===== src/rtl/multiword_adder_seq.sv =====
// Sequential wide adder: one N-bit slice reused over WORDS cycles, carry held between slices; start/busy/done handshake.
// Optional OVERFLOW_FLAG_EN adds a registered two's-complement overflow output (ovf) updated with sum/c_out.
module multiword_adder_seq #(
  parameter int N     = 4,
  parameter int WORDS = 4,
  localparam int W    = N * WORDS
) (
  input  logic         clk,
  input  logic         rst,
  input  logic [W-1:0] x,
  input  logic [W-1:0] y,
  input  logic         c_in,
  input  logic         start,
  output logic         busy,
  output logic         done,
  output logic [W-1:0] sum,
  output logic         c_out
`ifdef OVERFLOW_FLAG_EN
  ,
  output logic         ovf
`endif
);

  localparam int CNT_W = $clog2(WORDS);

  typedef enum logic [1:0] {
    IDLE = 2'd0,
    RUN  = 2'd1,
    DONE = 2'd2
  } state_t;

  state_t state_q, state_d;

  logic [W-1:0]     xr_q, xr_d;
  logic [W-1:0]     yr_q, yr_d;
  logic [W-1:0]     res_q, res_d;
  logic [W-1:0]     sum_q, sum_d;
  logic [CNT_W-1:0] cnt_q, cnt_d;
  logic             carry_q, carry_d;
  logic             c_out_q, c_out_d;
`ifdef OVERFLOW_FLAG_EN
  logic             ovf_q, ovf_d;
`endif

  logic             accept;
  logic             last_slice;
  logic [N:0]       slice_full;
  logic [W-1:0]     res_next;
  logic             msb_cin;

  // Operands are accepted from IDLE or DONE, which gives back-to-back issue.
  assign accept     = start && ((state_q == IDLE) || (state_q == DONE));
  assign last_slice = (cnt_q == CNT_W'(WORDS - 1));

  assign slice_full = {1'b0, xr_q[N-1:0]} + {1'b0, yr_q[N-1:0]} + {{N{1'b0}}, carry_q};
  assign res_next   = {slice_full[N-1:0], res_q[W-1:N]};
  // Carry into the slice MSB recovered from the MSB sum bit and its two addend bits.
  assign msb_cin    = slice_full[N-1] ^ xr_q[N-1] ^ yr_q[N-1];

  always_ff @(posedge clk or posedge rst) begin
    if (rst) begin
      state_q <= IDLE;
    end else begin
      state_q <= state_d;
    end
  end

  always_comb begin
    state_d = state_q;
    case (state_q)
      IDLE:    if (start) state_d = RUN;
      RUN:     if (last_slice) state_d = DONE;
      DONE:    state_d = start ? RUN : IDLE;
      default: state_d = IDLE;
    endcase
  end

  always_comb begin
    busy = (state_q == RUN);
    done = (state_q == DONE);
  end

  always_comb begin
    xr_d    = xr_q;
    yr_d    = yr_q;
    res_d   = res_q;
    sum_d   = sum_q;
    cnt_d   = cnt_q;
    carry_d = carry_q;
    c_out_d = c_out_q;
`ifdef OVERFLOW_FLAG_EN
    ovf_d   = ovf_q;
`endif
    if (accept) begin
      xr_d    = x;
      yr_d    = y;
      carry_d = c_in;
      cnt_d   = '0;
      res_d   = '0;
    end else if (state_q == RUN) begin
      xr_d    = xr_q >> N;
      yr_d    = yr_q >> N;
      carry_d = slice_full[N];
      res_d   = res_next;
      cnt_d   = cnt_q + CNT_W'(1);
      if (last_slice) begin
        sum_d   = res_next;
        c_out_d = slice_full[N];
`ifdef OVERFLOW_FLAG_EN
        ovf_d   = msb_cin ^ slice_full[N];
`endif
      end
    end
  end

  always_ff @(posedge clk or posedge rst) begin
    if (rst) begin
      xr_q    <= '0;
      yr_q    <= '0;
      res_q   <= '0;
      sum_q   <= '0;
      cnt_q   <= '0;
      carry_q <= 1'b0;
      c_out_q <= 1'b0;
    end else begin
      xr_q    <= xr_d;
      yr_q    <= yr_d;
      res_q   <= res_d;
      sum_q   <= sum_d;
      cnt_q   <= cnt_d;
      carry_q <= carry_d;
      c_out_q <= c_out_d;
    end
  end

`ifdef OVERFLOW_FLAG_EN
  always_ff @(posedge clk or posedge rst) begin
    if (rst) begin
      ovf_q <= 1'b0;
    end else begin
      ovf_q <= ovf_d;
    end
  end

  assign ovf = ovf_q;
`else
  logic unused_msb_cin;
  assign unused_msb_cin = msb_cin;
`endif

  assign sum   = sum_q;
  assign c_out = c_out_q;

endmodule


===== config.mk =====
export PLATFORM = sky130hd
export DESIGN_NAME = multiword_adder_seq
export DESIGN_NICKNAME = d
export VERILOG_FILES = /design/src/rtl/multiword_adder_seq.sv
export SDC_FILE = /design/constraint.sdc
export NUM_CORES = 1
export LEC_CHECK = 0
export ABC_AREA = 1
export CORE_AREA = 2 2 70 72
export CTS_BUF_LIST = sky130_fd_sc_hd__clkbuf_2 sky130_fd_sc_hd__clkbuf_4 sky130_fd_sc_hd__clkbuf_8
export CTS_CLUSTER_DIAMETER = 150
export DETAILED_ROUTE_END_ITERATION = 6
export DIE_AREA = 0 0 72 74
export DONT_BUFFER_PORTS = 1
export PLACE_DENSITY_LB_ADDON = 0.12
export SYNTH_ARGS = -nofsm -noshare
export SYNTH_HDL_FRONTEND = slang
export SYNTH_SLANG_ARGS = --single-unit

===== constraint.sdc =====
create_clock -name clk -period 2.6 [get_ports clk]
set_clock_uncertainty 0.15 [all_clocks]
set_input_delay 0.39 -clock clk [delete_from_list [all_inputs] [get_ports clk]]
set_output_delay 0.39 -clock clk [all_outputs]
set_load 0.01 [all_outputs]

==> impl_metrics.toml, run 1 <==
[setup_path]
r2r-end = "res_q[14]"
rr_worst_depth = 4
cp-start-kind = "flip-flop"
path_max_fanout = 3
timing_worst_setup_path_type = "flip-flop to flip-flop"
arrival_ps = 1990
end_kind = "flip-flop"
reg2reg_slack_ps = 660
worstReg2RegStart = "xr_q[0]"
required_ps = 2660

[clocking]
clockBufferDepth = 2
clock_sinks = 66
cts_htree_levels = 3
cts_root_buffer = "clkbuf_8"
clk_latency_ps = 340
clkTransAtPathRegs_ps = 70
post_cts_buffers = 0
cts_tree = "built"
cts_made_buffers = 9
cts_hold_buffers = 1
cts-resized-gates = 0

[routing]
drc = 0
drt_iter0_markers = 122
drtAntennaViolNets = 0
wire_per_inst_um = 14.8
routed_wirelength_um = 5260
viasPerCell = 5.43
vias = 1934
dr.pass1.iters = 4

[cells_and_area]
syn2layout_area_growth_pct = 6.65
layout-drive-gt1-share_pct = 13.9
finalNetCount = 339
antenna_cells = 0

[power_and_ir_drop]
ir_worst_vdd_mv = 0.606
leakagePower_nw = 1.48
power_density_mw_per_mm2 = 1370

[yosys]
ys_ff_latch = 66
syn_area_mm2 = 0.00288
synth_edf_count = 0
synth_compound_area_share_pct = 12.9
yosys-mux-area-fraction_pct = 0
synthXorXnorAreaFrac_pct = 0.304
synth_ff_type = "dfrtp_1"
syn_area_per_cell_um2 = 9.73
syn_inst = 296
ys_seq_area_share_pct = 57.3
synth-simple-area-share_pct = 17.9
ys_types = 23
synth.yosys.warnings = 0
syn_nets = 338
synth_top_family_by_area = "simple AND/OR/NAND/NOR gates"
yosys.area_share.adder_pct = 3.13
synthArstFlopShare_pct = 100

[placement]
dp_worst_setup_slack_ps = 661
gp_congestion = 0.788
port_buffers = 0
dpl.hpwl_um = 3460

[global_routing]
grt_usage_pct = 22.3
antenna_found_initial = 0
grt_max_degree = 38
grt_remaining_overflow = 0
grt_pass1_vias = 1974
grt_pass1_wl_um = 8780

[sta]
hold_violations = 0
period_needed_ps = 1940
period_share_pct = 74.5
fin_ws_ps = 663
rsz0062_at_grt = "no"
max-slew-margin-rel_pct = 57.4
setup-tns-final_ps = 0
setup_viol = 0
finalMaxSlewViolations = 0
fmax_ghz = 0.516
whs_ps = 27.1
worst_slew_pin_slew_ps = 637

[floorplanning]
core.rowCount = 25
die_h_um = 74
die_x_um = 72
core-area_mm2 = 0.00460
dieArea_mm2 = 0.00533
start_util_pct = 62.6
num_io_pins = 55

[worst_hold_path]
min_from = "y[13]"
worstHoldPathCells = 2
min_path_type = "input pin to flip-flop"
holdPathEnd = "yr_q[13]"

[run]
drv_cap = 0

[outcome]
status = "completed"
[metal layers]
| layer | routed length, um | global-route usage (%) |
|---|---|---|
| met1 | 2330 | 26.6 |
| met5 | 0 | 0 |
| met4 | 80 | 8.81 |
| met3 | 306 | 7.99 |
| met2 | 2540 | 37.3 |
[cell families (layout without fill, tap and decap cells)]
group / count (synthesis) / in the layout
xor gates and xnor gates: 1 / 1
buffers and inverters: 49 / 55
and+or+nand+nor: 121 / 121
DFF: 66 / 66
AOI/OAI and AO/OA: 53 / 53
adders and majority gates: 6 / 6
[placed cells by master (no fill, tap or decap), drive strengths merged]
| cell type | n |
|---|---|
| dfrtp | 66 |
| nor2 | 6 |
| o22ai | 11 |
| dlygate4sd3 | 1 |
| ha | 4 |
| a21oi | 3 |
| xnor2 | 1 |
| clkinv | 2 |
| clkbuf | 14 |
| o211ai | 14 |
| o21a | 1 |
| o21ai | 24 |
| buf | 2 |
| nand2 | 97 |
| fa | 2 |
| inv | 36 |
| nand3 | 18 |
[final cells by class]
class / count / area [um2]
clock buffer: 14 / 180
clock inverter: 2 / 10.0
fill: 377 / 1530
inverter: 36 / 138
multi-input combinational: 181 / 987
sequential: 66 / 1650
tap: 54 / 67.6
timing repair buffer: 3 / 37.5
[how the worst max path moves through the flow]
stage                     startpoint         to  slack, ps  cells after the start
final                        xr_q[0]  res_q[14]        660                      4
after global routing         xr_q[0]    carry_q        570                      6
after CTS                 state_q[1]       busy        640                      3
after detailed placement     xr_q[0]  res_q[14]        660                      4
after global placement       xr_q[0]  res_q[14]        720                      4
after floorplan                  rst      c_out        410                      1
[report_power, final]
| part | leakage (nW) | internal, mW | switching, mW |
|---|---|---|---|
| combinational | 0.542 | 0.551 | 1.05 |
| sequential | 0.838 | 1.49 | 0.298 |
| clock | 0.103 | 0.443 | 0.364 |
| total | 1.48 | 2.48 | 1.71 |
[cell usage after synthesis (2+ instances only)]
cell	n	area (um2)
a21oi_1	3	15.0
buf_2	5	25.0
buf_6	6	67.6
dfrtp_1	66	1650
fa_1	2	40.0
ha_1	4	50.1
inv_1	32	120
inv_2	3	11.3
nand2_1	94	353
nand2_4	3	33.8
nand3_1	18	90.1
nor2_1	5	18.8
o211ai_1	14	105
o21ai_0	4	20.0
o21ai_1	5	25.0
o21ai_2	15	131
o22ai_1	11	68.8
[registers in the layout, summed over array words and instances, names as in the netlist]
register	count
cnt_q	2
xr_q	16
c_out	1
sum	16
state_q	2
yr_q	16
res_q	12
carry_q	1
[per-stage QoR]
stage / utilization [%] / total power, mW / std cells / instance area [um2]
floorplan: - / 3.17 / 296 / 2880
CTS: 66.8 / 4.25 / 356 / 3070
detailed placement: 62.4 / 3.43 / 339 / 2870
finish: 66.8 / 4.20 / 356 / 3070
global placement: 62.4 / 3.35 / 339 / 2870
global route: 66.8 / 4.55 / 356 / 3070
[critical path, stage by stage, from the launching register on]
cell and delay (ps):
dfrtp_1 400, fa_1 480, fa_1 430, xnor2_1 250, o22ai_1 100
Power figures use the tool's default switching activity.
==> inputs of run 2 (changes only) <==
clock period = 1.8 ns   (was 2.6 ns; I/O delays follow)
==> impl_metrics.toml, run 2 (synthesis results as in run 1) <==
[outcome]
status = "completed"

[clocking]
clk_latency_ps = 330
cts_tree = "built"
cts_root_buffer = "clkbuf_8"
cts_htree_levels = 3
clockBufferDepth = 2
clkTransAtPathRegs_ps = 70
clock_sinks = 66
cts_made_buffers = 9

[global_routing]
grt_usage_pct = 24.2
grt_pass1_wl_um = 9580
antenna_found_initial = 0
grt_pass1_vias = 2083
grt_max_degree = 67
grt_remaining_overflow = 0

[cells_and_area]
final_common_cell = "nand2_1"
fillers = 315
syn2layout_area_growth_pct = 23.1
final-instance-count-excl-fill = 395
final_cell_mix = "nand2_1, dfrtp_1, dlygate4sd3_1, inv_1, nand3_1"
layout-drive-gt1-share_pct = 15.5
fin_area_mm2 = 0.00355
finalNetCount = 378
antenna_cells = 0

[sta]
rsz0062_at_grt = "yes"
fmax_ghz = 0.564
worst_slew_pin_slew_ps = 341
period_needed_ps = 1770
hold_violations = 0
period_share_pct = 98.6
setup-tns-final_ps = 0
setup_viol = 0
finalMaxSlewViolations = 0
max-slew-margin-rel_pct = 77.2

[setup_path]
crit_chain = "fa_2, fa_2, inv_1, o22ai_1"
max_stage_delay_ps = 530
path_max_fanout = 2
required_ps = 1910
timing_worst_setup_path_type = "flip-flop to flip-flop"
cp-start-kind = "flip-flop"
cp_slowest_cell = "fa_2"
cp_num_buf_inv = 1
critPathTopFamily = "adder cells"
end_kind = "flip-flop"
arrival_ps = 1880
crit_top_cell = "fa_2"

[floorplanning]
die_x_um = 72
num_io_pins = 55
dieArea_mm2 = 0.00533
die_h_um = 74
core-area_mm2 = 0.00460
start_util_pct = 62.6
core.rowCount = 25

[placement]
port_buffers = 0
placedInstanceArea_mm2 = 0.00293
dp_cells = 343
gp_congestion = 0.775
dpl.hpwl_um = 3370

[routing]
drt_iter0_markers = 164
drtAntennaViolNets = 0
dr.pass1.iters = 4
viasPerCell = 5.42
vias = 2141
routed_wirelength_um = 5840
wire_per_inst_um = 14.8
drc = 0

[power_and_ir_drop]
p_total_mw = 6.65
power_density_mw_per_mm2 = 1870
leakagePower_nw = 1.68
ir_worst_vdd_mv = 0.873

[worst_hold_path]
min_path_type = "input pin to flip-flop"

[run]
drv_cap = 0
[run 2: changes by cell type in the layout (fill, tap and decap cells not counted), sizes merged]
cell	change
buf	+6
clkinvlp	+2
clkinv	-1
clkbuf	-2
bufinv	+2
dlygate4sd3	+33
inv	-1
[run 2: cell type report]
type | instances | area [um2] | area share, %
multi-input cells | 181 | 1010 | 28.5
clock buffers | 12 | 165 | 4.66
flip-flops and latches | 66 | 1650 | 46.6
inverters | 36 | 141 | 3.99
well taps | 54 | 67.6 | 1.91
repair buffers | 42 | 438 | 12.4
clock inverters | 4 | 72.6 | 2.05
[run 2: power breakdown]
part / total (mW) / switching, mW / leakage [nW] / internal (mW)
clock: 1.44 / 0.546 / 0.119 / 0.891
combinational: 2.61 / 1.60 / 0.718 / 1.01
sequential: 2.59 / 0.444 / 0.838 / 2.15
total: 6.65 / 2.59 / 1.68 / 4.05
[run 2: through the flow]
step	hold slack [ps]	util, %	setup WS, ps
after floorplan	241	-	-29.9
after global placement	114	63.7	-66.0
after detailed placement	115	63.7	-107
after CTS	27.9	76.6	26.5
after global routing	55.3	77.1	-1.36
final	45.1	77.1	25.4
[run 2: per-layer routing]
layer / GRT usage [%] / vias up / wire (um) / part of all wire, %
met2: 40.3 / 67 / 2980 / 51
met1: 29.8 / 1025 / 2430 / 42
li1: - / 1036 / - / -
met4: 13.2 / 0 / 138 / 2.4
met3: 5.15 / 13 / 284 / 4.9
met5: 0 / - / 0 / 0
[run 2: path summary, 6_finish.rpt]
kind | startpoint | end | slack (ps) | cells after the start
worst max-delay path | xr_q[0] | res_q[13] | 30 | 4
max in group asynchronous | rst | yr_q[1] | 880 | 3
worst max register to register | xr_q[0] | res_q[13] | 30 | 4
min in group asynchronous | rst | xr_q[13] | 350 | 3
worst min register to register | cnt_q[1] | cnt_q[1] | 330 | 2
worst min-delay path | c_in | carry_q | 50 | 4
[run 2: what timing repair did]
item	CTS	global route
setup buffers	0	2
endpoints found under the setup margin	4	3
resized for setup	3	2
endpoints found under the hold margin	99	0
hold buffers	34	0
[run 2: worst reg2reg max path: cells and delay by family, from the launching register on]
| kind | cells | cell delay, ps |
|---|---|---|
| flip-flops | 1 | 410 |
| buffers and inverters | 1 | 60 |
| adder cells (fa/ha/maj) | 2 | 940 |
| AO/OA/AOI/OAI | 1 | 150 |
==> inputs of run 3 (changes only) <==
TNS_END_PERCENT = 20   (was not set)
clock period = 2.2 ns   (was 1.8 ns; I/O delays follow)
==> impl_metrics.toml, run 3 (synthesis results as in run 1) <==
[outcome]
status = "completed"

[cells_and_area]
antenna_cells = 0
syn2layout_area_growth_pct = 18.9
final_cell_mix = "nand2_1, dfrtp_1, dlygate4sd3_1, inv_1, nand3_1"
fillers = 342
finalNetCount = 372
regArea_mm2 = 0.00165
final_common_cell = "nand2_1"
multi_input_area_um2 = 987
layout-drive-gt1-share_pct = 13.1

[worst_hold_path]
holdPathEnd = "xr_q[10]"
worstHoldPathCells = 2
min_path_type = "input pin to flip-flop"
min_from = "x[10]"

[routing]
drt_iter0_markers = 150
drtAntennaViolNets = 0
routed_wirelength_um = 5820
dr.pass1.iters = 5
viasPerCell = 5.41
drc = 0
wire_per_inst_um = 15.0
vias = 2103

[setup_path]
required_ps = 2260
worstReg2RegStart = "xr_q[0]"
r2r-end = "res_q[14]"
reg2reg_slack_ps = 260
arrival_ps = 1990
timing_worst_setup_path_type = "flip-flop to flip-flop"
end_kind = "flip-flop"
path_max_fanout = 3
rr_worst_depth = 4
cp-start-kind = "flip-flop"

[clocking]
cts-resized-gates = 0
clock_sinks = 66
cts_tree = "built"
clkTransAtPathRegs_ps = 70
cts_made_buffers = 9
clockBufferDepth = 2
cts_hold_buffers = 32
cts_htree_levels = 3
clk_latency_ps = 350
post_cts_buffers = 0
cts_root_buffer = "clkbuf_8"

[floorplanning]
die_x_um = 72
start_util_pct = 62.6
core-area_mm2 = 0.00460
die_h_um = 74
num_io_pins = 55
core.rowCount = 25
dieArea_mm2 = 0.00533

[placement]
gp_congestion = 0.755
dpl.hpwl_um = 3410
dp_worst_setup_slack_ps = 273
port_buffers = 0

[sta]
max-slew-margin-rel_pct = 75.4
fmax_ghz = 0.516
setup-tns-final_ps = 0
rsz0062_at_grt = "no"
worst_slew_pin_slew_ps = 368
period_share_pct = 88.0
fin_ws_ps = 264
finalMaxSlewViolations = 0
hold_violations = 0
period_needed_ps = 1940
setup_viol = 0

[global_routing]
grt_remaining_overflow = 0
grt_pass1_vias = 2148
grt_pass1_wl_um = 9760
antenna_found_initial = 0
grt_usage_pct = 24.5
grt_max_degree = 67

[run]
drv_cap = 0

[power_and_ir_drop]
ir_worst_vdd_mv = 0.759
leakagePower_nw = 1.63
power_density_mw_per_mm2 = 1510
run 3: routing by layer:
layer | wire length, um | up-vias | global-route usage, %
met1 | 2460 | 1004 | 30.1
met4 | 125 | 0 | 12.8
li1 | - | 1020 | -
met3 | 272 | 11 | 4.61
met5 | 0 | - | 0
met2 | 2960 | 68 | 41.8
run 3: worst max-delay path by stage:
stage	slack, ps	start	cells after the start	endpoint
after floorplan	70	rst	1	c_out
after global placement	310	xr_q[0]	4	res_q[14]
after detailed placement	270	xr_q[0]	4	res_q[14]
after CTS	250	xr_q[0]	4	res_q[14]
after global routing	180	xr_q[0]	4	res_q[14]
final	260	xr_q[0]	4	res_q[14]
run 3: cell type report:
type | count | share of cell area (%)
sequential | 66 | 48.2
inverter | 36 | 4.02
multi-input combinational | 181 | 28.8
timing repair buffer | 36 | 11.0
clock buffer | 11 | 4.42
tap | 54 | 1.97
clock inverter | 5 | 1.54
run 3: critical path, cell delays in order (launching register included):
cell	delay, ps
dfrtp_1	410
fa_1	480
fa_1	430
xnor2_1	230
o22ai_1	100
run 3: power breakdown:
group	switching, mW	internal [mW]
Combinational	1.27	0.723
Clock	0.468	0.579
Sequential	0.357	1.76
run 3: metrics by stage:
step	instances	utilization (%)	hold WS, ps	instance area, um2	power [mW]
global placement	341	63.0	167	2900	4.00
detailed placement	341	63.0	165	2900	4.09
CTS	389	74.4	0.559	3420	5.19
finish	389	74.4	9.38	3420	5.16
floorplan	296	-	296	2880	3.75
global route	389	74.4	6.58	3420	5.55
